--- config.mk ---
export PLATFORM = sky130hd
export DESIGN_NAME = ascii_number_parser
export DESIGN_NICKNAME = d
export VERILOG_FILES = /design/src/rtl/ascii_number_parser_pkg.sv /design/src/rtl/ascii_number_parser_classifier.sv /design/src/rtl/ascii_number_parser.sv
export SDC_FILE = /design/constraint.sdc
export NUM_CORES = 1
export LEC_CHECK = 0
export CAP_MARGIN = 40
export CORE_MARGIN = 5
export CORE_UTILIZATION = 44
export DETAILED_ROUTE_END_ITERATION = 10
export PLACE_DENSITY = 0.69
export SLEW_MARGIN = 25
export SYNTH_ARGS = -nofsm -noshare
export SYNTH_HDL_FRONTEND = slang
export SYNTH_SLANG_ARGS = --single-unit
--- constraint.sdc ---
create_clock -name clk -period 6.3 [get_ports clk]
set_clock_uncertainty 0.15 [all_clocks]
set_input_delay 0.63 -clock clk [delete_from_list [all_inputs] [get_ports clk]]
set_output_delay 0.63 -clock clk [all_outputs]
set_load 0.03 [all_outputs]
--- src/rtl/ascii_number_parser_pkg.sv ---
// Shared constants and types for the ASCII decimal number parser.
// Holds character codes, FSM states, byte classes and a power-of-ten helper.
package ascii_pkg;

    localparam logic [7:0] ASCII_ZERO = 8'h30;
    localparam logic [7:0] ASCII_NINE = 8'h39;
    localparam logic [7:0] ASCII_CR   = 8'h0D;
    localparam logic [7:0] ASCII_LF   = 8'h0A;

    typedef enum logic [1:0] {
        IDLE,
        ACCUM,
        DISCARD,
        DONE
    } state_e;

    typedef enum logic [1:0] {
        CLS_DIGIT,
        CLS_TERM,
        CLS_OTHER
    } cls_e;

    function automatic longint unsigned pow10(input int n);
        longint unsigned r;
        r = 64'd1;
        for (int i = 0; i < n; i++) begin
            r = r * 64'd10;
        end
        return r;
    endfunction

endpackage

--- src/rtl/ascii_number_parser_classifier.sv ---
// Combinational byte classifier: digit, line terminator or other.
// Also yields the 4-bit value of a digit (zero for non-digits).
module ascii_char_classifier
    import ascii_pkg::*;
(
    input  logic [7:0] data_i,
    output cls_e       cls_o,
    output logic [3:0] digit_o
);

    logic is_digit;
    logic is_term;

    assign is_digit = (data_i >= ASCII_ZERO) && (data_i <= ASCII_NINE);
    assign is_term  = (data_i == ASCII_CR) || (data_i == ASCII_LF);

    // Priority-free class decode; the two ranges never overlap.
    always_comb begin
        cls_o   = CLS_OTHER;
        digit_o = 4'd0;
        unique case (1'b1)
            is_digit: begin
                cls_o   = CLS_DIGIT;
                digit_o = data_i[3:0];
            end
            is_term: begin
                cls_o = CLS_TERM;
            end
            default: begin
                cls_o = CLS_OTHER;
            end
        endcase
    end

endmodule

--- src/rtl/ascii_number_parser.sv ---
// ASCII decimal byte stream to unsigned binary, one number per CR/LF line.
// Running multiply-by-10 accumulate; malformed or too-long lines flag error.
module ascii_number_parser
    import ascii_pkg::*;
#(
    parameter int MAX_DIGITS = 6,
    parameter int W          = 20
) (
    input  logic         clk,
    input  logic         rst_n,
    input  logic [7:0]   in_data,
    input  logic         in_valid,
    output logic         in_ready,
    output logic [W-1:0] out_value,
    output logic         out_error,
    output logic         out_valid,
    input  logic         out_ready
);

    localparam int CW = $clog2(MAX_DIGITS + 1);

    generate
        if (pow10(MAX_DIGITS) - 64'd1 >= (64'd1 << W)) begin : g_bad_width
            $error("W too narrow for MAX_DIGITS decimal digits");
        end
    endgenerate

    state_e          state_q, state_d;
    logic [W-1:0]    acc_q, acc_d;
    logic [CW-1:0]   count_q, count_d;
    logic [W-1:0]    val_q, val_d;
    logic            err_q, err_d;
    logic            vld_q, vld_d;

    cls_e            cls;
    logic [3:0]      digit;
    logic            in_fire;
    logic            out_fire;
    logic [W+3:0]    acc_x;
    logic [W+3:0]    acc_next;
    logic            unused_hi;

    ascii_char_classifier u_cls (
        .data_i  (in_data),
        .cls_o   (cls),
        .digit_o (digit)
    );

    assign in_ready  = (state_q != DONE);
    assign in_fire   = in_valid && in_ready;
    assign out_fire  = vld_q && out_ready;
    assign out_value = val_q;
    assign out_error = err_q;
    assign out_valid = vld_q;

    // acc*10 + d computed as shifts and adds at W+4 bits.
    assign acc_x     = {4'b0, acc_q};
    assign acc_next  = (acc_x << 3) + (acc_x << 1) + {{W{1'b0}}, digit};
    assign unused_hi = ^acc_next[W+3:W];

    // Next-state and datapath decisions per state and byte class.
    always_comb begin
        state_d = state_q;
        acc_d   = acc_q;
        count_d = count_q;
        val_d   = val_q;
        err_d   = err_q;
        vld_d   = vld_q;
        unique case (state_q)
            IDLE: begin
                if (in_fire) begin
                    unique case (cls)
                        CLS_DIGIT: begin
                            acc_d   = {{(W-4){1'b0}}, digit};
                            count_d = CW'(1);
                            state_d = ACCUM;
                        end
                        CLS_TERM: begin
                            state_d = IDLE;
                        end
                        default: begin
                            state_d = DISCARD;
                        end
                    endcase
                end
            end
            ACCUM: begin
                if (in_fire) begin
                    unique case (cls)
                        CLS_DIGIT: begin
                            if (count_q == CW'(MAX_DIGITS)) begin
                                state_d = DISCARD;
                            end else begin
                                acc_d   = acc_next[W-1:0];
                                count_d = count_q + CW'(1);
                            end
                        end
                        CLS_TERM: begin
                            val_d   = acc_q;
                            err_d   = 1'b0;
                            vld_d   = 1'b1;
                            state_d = DONE;
                        end
                        default: begin
                            state_d = DISCARD;
                        end
                    endcase
                end
            end
            DISCARD: begin
                if (in_fire && (cls == CLS_TERM)) begin
                    val_d   = '0;
                    err_d   = 1'b1;
                    vld_d   = 1'b1;
                    state_d = DONE;
                end
            end
            DONE: begin
                if (out_fire) begin
                    vld_d   = 1'b0;
                    acc_d   = '0;
                    count_d = '0;
                    state_d = IDLE;
                end
            end
            default: begin
                state_d = IDLE;
            end
        endcase
    end

    // State and result registers with asynchronous clear.
    always_ff @(posedge clk or negedge rst_n) begin
        if (!rst_n) begin
            state_q <= IDLE;
            acc_q   <= '0;
            count_q <= '0;
            val_q   <= '0;
            err_q   <= 1'b0;
            vld_q   <= 1'b0;
        end else begin
            state_q <= state_d;
            acc_q   <= acc_d;
            count_q <= count_d;
            val_q   <= val_d;
            err_q   <= err_d;
            vld_q   <= vld_d;
        end
    end

endmodule

=== Yosys cells after proc, flatten, opt, wreduce, memory -nomap -nowiden ===
Cells that the tools add are included.

* Register bits after elaboration: 47
* Bits of input ports: 12
* Output and inout port bits: 23
* Logic and storage cells: 78

* Add/sub/neg operators: 3
* Order comparisons: 2
* Eq/ne operators: 17
* Multiplexer cells: 36
* Reduce and logical (&&, ||, !) cells: 14

{| class="wikitable"
|+ Operators with widths
! cell !! number
|-
| 2-to-1 mux 20 bit || 9
|-
| one-hot mux 20 bit (3 select lines) || 1
|-
| one-hot mux 20 bit (2 select lines) || 1
|-
| adder 20 bit || 1
|-
| adder 20 x 4 -> 20 bit || 1
|-
| 2-to-1 mux 3 bit || 6
|-
| != test 2 bit (second input constant) || 9
|-
| equality test 8 x 4 -> 1 bit (second input constant) || 2
|-
| one-hot mux 2 bit (2 select lines) || 3
|-
| 2-to-1 mux 2 bit || 5
|-
| AND reduction 5 bit || 2
|-
| one-hot mux 3 bit (3 select lines) || 1
|-
| >= comparator 8 x 6 -> 1 bit (second input constant) || 1
|-
| <= comparator 8 x 6 -> 1 bit (second input constant) || 1
|-
| one-hot mux 2 bit (4 select lines) || 1
|-
| AND reduction 7 bit || 1
|-
| 2-to-1 mux 1 bit || 6
|-
| nonzero test 3 bit || 2
|-
| equality test 2 x 1 -> 1 bit (second input constant) || 2
|-
| equality test 2 bit (second input constant) || 2
|-
| logical AND 1 bit || 4
|-
| logical NOT 2 bit || 2
|-
| 2-to-1 mux 4 bit || 1
|-
| AND reduction 4 bit || 1
|-
| other kinds (7) || 7
|}

=== Longest topological paths before layout ===
* Word-level depth: 8
* Mapped depth: 15
* Depth with buffers taken out: 14

=== Hierarchy ===
Synthesis repeated with hierarchy kept, for this count alone.

* Cells, all modules: 350
* Area, all modules: 3,204.3 um^2

{| class="wikitable"
|+ By module, submodules not included
! module !! times used !! cells each !! area each (um^2)
|-
| ascii_number_parser || 1 || 333 || 3,067.9
|-
| ascii_char_classifier || 1 || 17 || 136.4
|}

=== Worst setup path after synthesis ===
OpenSTA, ideal clock, no wires.

* Kind: input -> register
* Start: in in_data[1]
* End: reg acc_q[17]
* Arrival time: 3.163 ns
* Data required time: 6.027 ns
* Path slack: 2.863 ns
* Stages on the path: 14
* Path through: o21ai_0 and4_1 clkbuf_1 nand2_1 fa_1 inv_1 ha_1 a21o_1 nand4_1 a211o_1 nor2b_4 o21bai_4 mux2i_1 nand2_1

* Longest elaborated chain between the ends: 8
* Elaborated cells between the ends (all ways): 17
* Classes of those cells: add/sub: 1; order compare: 2; eq/ne: 4; mux: 6; reduce/logical: 4

{| class="wikitable"
|+ RTL lines
! item !! RTL line !! RTL
|-
| from (decl) || ascii_number_parser.sv:11 || <nowiki>input logic [7:0] in_data,</nowiki>
|-
| >= comparator 8 x 6 -> 1 bit / <= comparator 8 x 6 -> 1 bit (equally long branches) || ascii_number_parser_classifier.sv:14 || <nowiki>assign is_digit = (data_i >= ASCII_ZERO) && (data_i <= ASCII_NINE);</nowiki>
|-
| logical AND 1 bit || ascii_number_parser_classifier.sv:14 ||
|-
| 2-to-1 mux 4 bit || ascii_number_parser_classifier.sv:21 || <nowiki>unique case (1'b1)</nowiki>
|-
| adder 20 x 4 -> 20 bit || ascii_number_parser.sv:58 || <nowiki>assign acc_next = (acc_x << 3) + (acc_x << 1) + {{W{1'b0}}, digit};</nowiki>
|-
| 2-to-1 mux 20 bit || ascii_number_parser.sv:91 || <nowiki>if (count_q == CW'(MAX_DIGITS)) begin</nowiki>
|-
| 2-to-1 mux 20 bit || ascii_number_parser.sv:89 || <nowiki>unique case (cls)</nowiki>
|-
| 2-to-1 mux 20 bit || ascii_number_parser.sv:88 || <nowiki>if (in_fire) begin</nowiki>
|-
| one-hot mux 20 bit (3 select lines) || ascii_number_parser.sv:69 || <nowiki>unique case (state_q)</nowiki>
|-
| to (signal assigned) || ascii_number_parser.sv:136 || <nowiki>acc_q <= '0;</nowiki>
|-
| to (signal assigned) || ascii_number_parser.sv:143 || <nowiki>acc_q <= acc_d;</nowiki>
|-
| to (decl) || ascii_number_parser.sv:29 || <nowiki>logic [W-1:0] acc_q, acc_d;</nowiki>
|}

Parallel ways exist; a longest one is shown, timed or not. The select of a mux whose other input is x is not followed.
A chain may end at the register's enable or synchronous reset.

=== Worst setup path after layout ===
* Start: in in_data[1]
* End: reg acc_q[16]

Same word-level chain as after synthesis.

==> metrics.yaml <==
status: "finished, final reports clean"
viasPerCell: 5.24
start_util_pct: 44.8
cp.required_ps: 6370
swShare_pct: 41.0
ys_ff_latch: 47
path_buf_inv: 1
vias: 2584
final_cell_area_um2: 3780
first_pass_iters: 4
synthesis.nets: 417
clockBufferDepth: 2
n_antenna_cell: 0
numPortBuffers: 34
place.detailed.hpwl_um: 5080
power.internal_mw: 0.595
num-fill-cells: 703
p_clk_share_pct: 19.8
max_freq_mhz: 261
clkSlewWorstSetupHoldPaths_ps: 90
most-common-layout-cells: "62 x nand2_1, 47 x dfrtp_1, 41 x ha_1, 33 x clkdlybuf4s50_1, 24 x a21oi_1"
max-vdd-ir-drop_mv: 0.223
final_antenna_net_count: 0
antenna_found_initial: 0
syn_inst: 362
min_period_ps: 3830
tightest_slew_ps: 591
pre_cts_slack_ps: 2200
initialDrtViolationCount: 191
critPathArrivalTime_ps: 3900
cts_root_buf: "clkbuf_8"
timing.hold.ws_ps: 165
synth_edf_count: 0
synth_ff_type: "dfrtp_1"
finalCoreUtilization_pct: 52.4
drc: 0
wl_um: 6720
cts_buffers: 5
powerDensity_nw_per_um2: 267
final_max_slew_viol_count: 0
register_area_um2: 1180
ctsResizeCount: 0
setup_viol: 0
multi_input_area_um2: 1930
fin_crit_sh_pct: 60.8
die_area_um2: 9170
num-nets-final: 448
rsz0062_at_grt: "false"
slew_headroom_pct: 60.6
clock_latency_ps: 300
crit_chain: "clkdlybuf4s50_1, o21ai_0, and4_1, nand2_1, fa_1, fa_1, nand2b_1, a21oi_1, o221ai_1, o21ai_1, o32ai_1, xor2_1, o21ai_0"
cts_tree: "done"
cts_setup_buffers: 0
max-cap-violations: 0
yosysUniqueCellTypes: 47
p_comb_share_pct: 43.9
ios: 35
p_sw_mw: 0.414
syn_to_final_growth_pct: 16.7
fin_tns_setup_ps: 0
h-tree-depth: 2
yosysWarnings: 0
yosysSeqAreaShare_pct: 36.3
die_x_um: 95.8
grt_pass1_wl_um: 11600
cts-hold-fix-buffers: 0
drive_gt1_share_pct: 5.84
dpl_cell_area_um2: 3660
grt_max_degree: 48
layout_commonest_cell: "nand2_1"
hp-class: "in2async"
first_global_vias: 2469
gp_congestion: 0.942
cp_top_family: "compound AO/OA/AOI/OAI gates"
path_class: "in2reg"
grt_overflow: 0
pwr-share-seq_pct: 36.3
endpoint_kind: "flop"
num_rows: 31
core_region_area_um2: 7210
grt_usage_pct: 15.8
fp.dieH_um: 95.8
slowest_stage: "fa_1"
leakage_nw: 1.73
cts_sinks: 47
wl_per_cell_um: 13.6
avgSynthCellArea_um2: 8.94
setup_ws_ps: 2470
hold_viol_final: 0
netlist_area_um2: 3240
cp_max_fo: 7
async_flop_share_pct: 100
cp-start-kind: "primary input"
slowest_delay_ps: 480
## metal layers
layer	track usage [%]	wire length [µm]	vias up	part of all wire [%]
met5	0	0	-	0
met4	3.44	59	0	0.88
li1	-	-	1318	-
met3	2.50	249	6	3.7
met1	22.5	3290	1220	49
met2	25.3	3120	40	46
## final timing paths
kind,from,slack [ps],depth (start not counted),end
max reg2reg,acc_q[2]$_DFFE_PN0P_,3400,10,acc_q[16]$_DFFE_PN0P_
min,rst_n,170,1,out_value[18]$_DFFE_PN0P_
min reg2reg,out_value[4]$_DFFE_PN0P_,340,2,out_value[4]$_DFFE_PN0P_
max in group asynchronous,rst_n,5430,1,out_value[0]$_DFFE_PN0P_
min in group clk,out_value[4]$_DFFE_PN0P_,340,2,out_value[4]$_DFFE_PN0P_
max,in_data[1],2470,13,acc_q[16]$_DFFE_PN0P_
## final cells by class
class | count | area share (%)
multi-input cells | 283 | 51.1
flip-flops and latches | 47 | 31.1
repair buffers | 37 | 9.94
well taps | 99 | 3.28
clock buffers | 6 | 2.19
inverters | 19 | 1.89
clock inverters | 2 | 0.431
## worst reg2reg max path: cells and delay by family (launching register included)
kind / cells / cell delay (ps)
compound gates: 5 / 850
xor+xnor: 1 / 150
fa+ha+maj: 2 / 950
buf+inv: 1 / 140
flops: 1 / 400
simple gates: 1 / 170
## through the flow
| stage | std cells | total power [mW] |
|---|---|---|
| final | 493 | 1.01 |
| after global routing | 493 | 1.08 |
| after CTS | 492 | 1.00 |
| after detailed placement | 484 | 0.806 |
| after global placement | 483 | 0.775 |
| after floorplan | 362 | 0.681 |
## power by group through the flow
stage	sequential, mW	combinational (mW)	clock [mW]
CTS	0.366	0.433	0.204
finish	0.366	0.443	0.200
global placement	0.371	0.404	0
detailed placement	0.373	0.433	0
floorplan	0.374	0.307	0
global route	0.372	0.494	0.218
## cells by family (layout without fill, tap and decap cells)
kind of cell             after synthesis  count (layout)  synth area share, %
XOR/XNOR                              17              17                 4.60
AND/OR/NAND/NOR                      123             123                 18.2
multiplexers                           2               2                0.619
flip-flops                            47              47                 36.3
AO/OA/AOI/OAI                         98              98                 19.2
buffers and inverters                 32              64                 3.94
adder cells (fa/ha/maj)               43              43                 17.1
## cells in the mapped netlist, drive strengths merged, types with 3 or more instances
master	number	area share [%]
nand2	62	7.2
inv	19	2.2
o31ai	10	2.8
nor2	11	1.3
and2	5	0.97
nand3	7	1.1
nand2b	21	4.1
a21oi	25	4.0
dfrtp	47	36
xnor2	6	1.6
o21ai	42	6.6
buf	6	0.93
xor2	11	3.0
clkbuf	7	0.81
a21o	3	0.70
nand4	4	0.77
nor3	5	0.77
ha	41	16
## flip-flops by register name, indices dropped and copies added (netlist names)
signal	cells
count_q	3
out_error	1
out_valid	1
state_q	2
out_value	20
acc_q	20
Power figures use the tool's default switching activity.
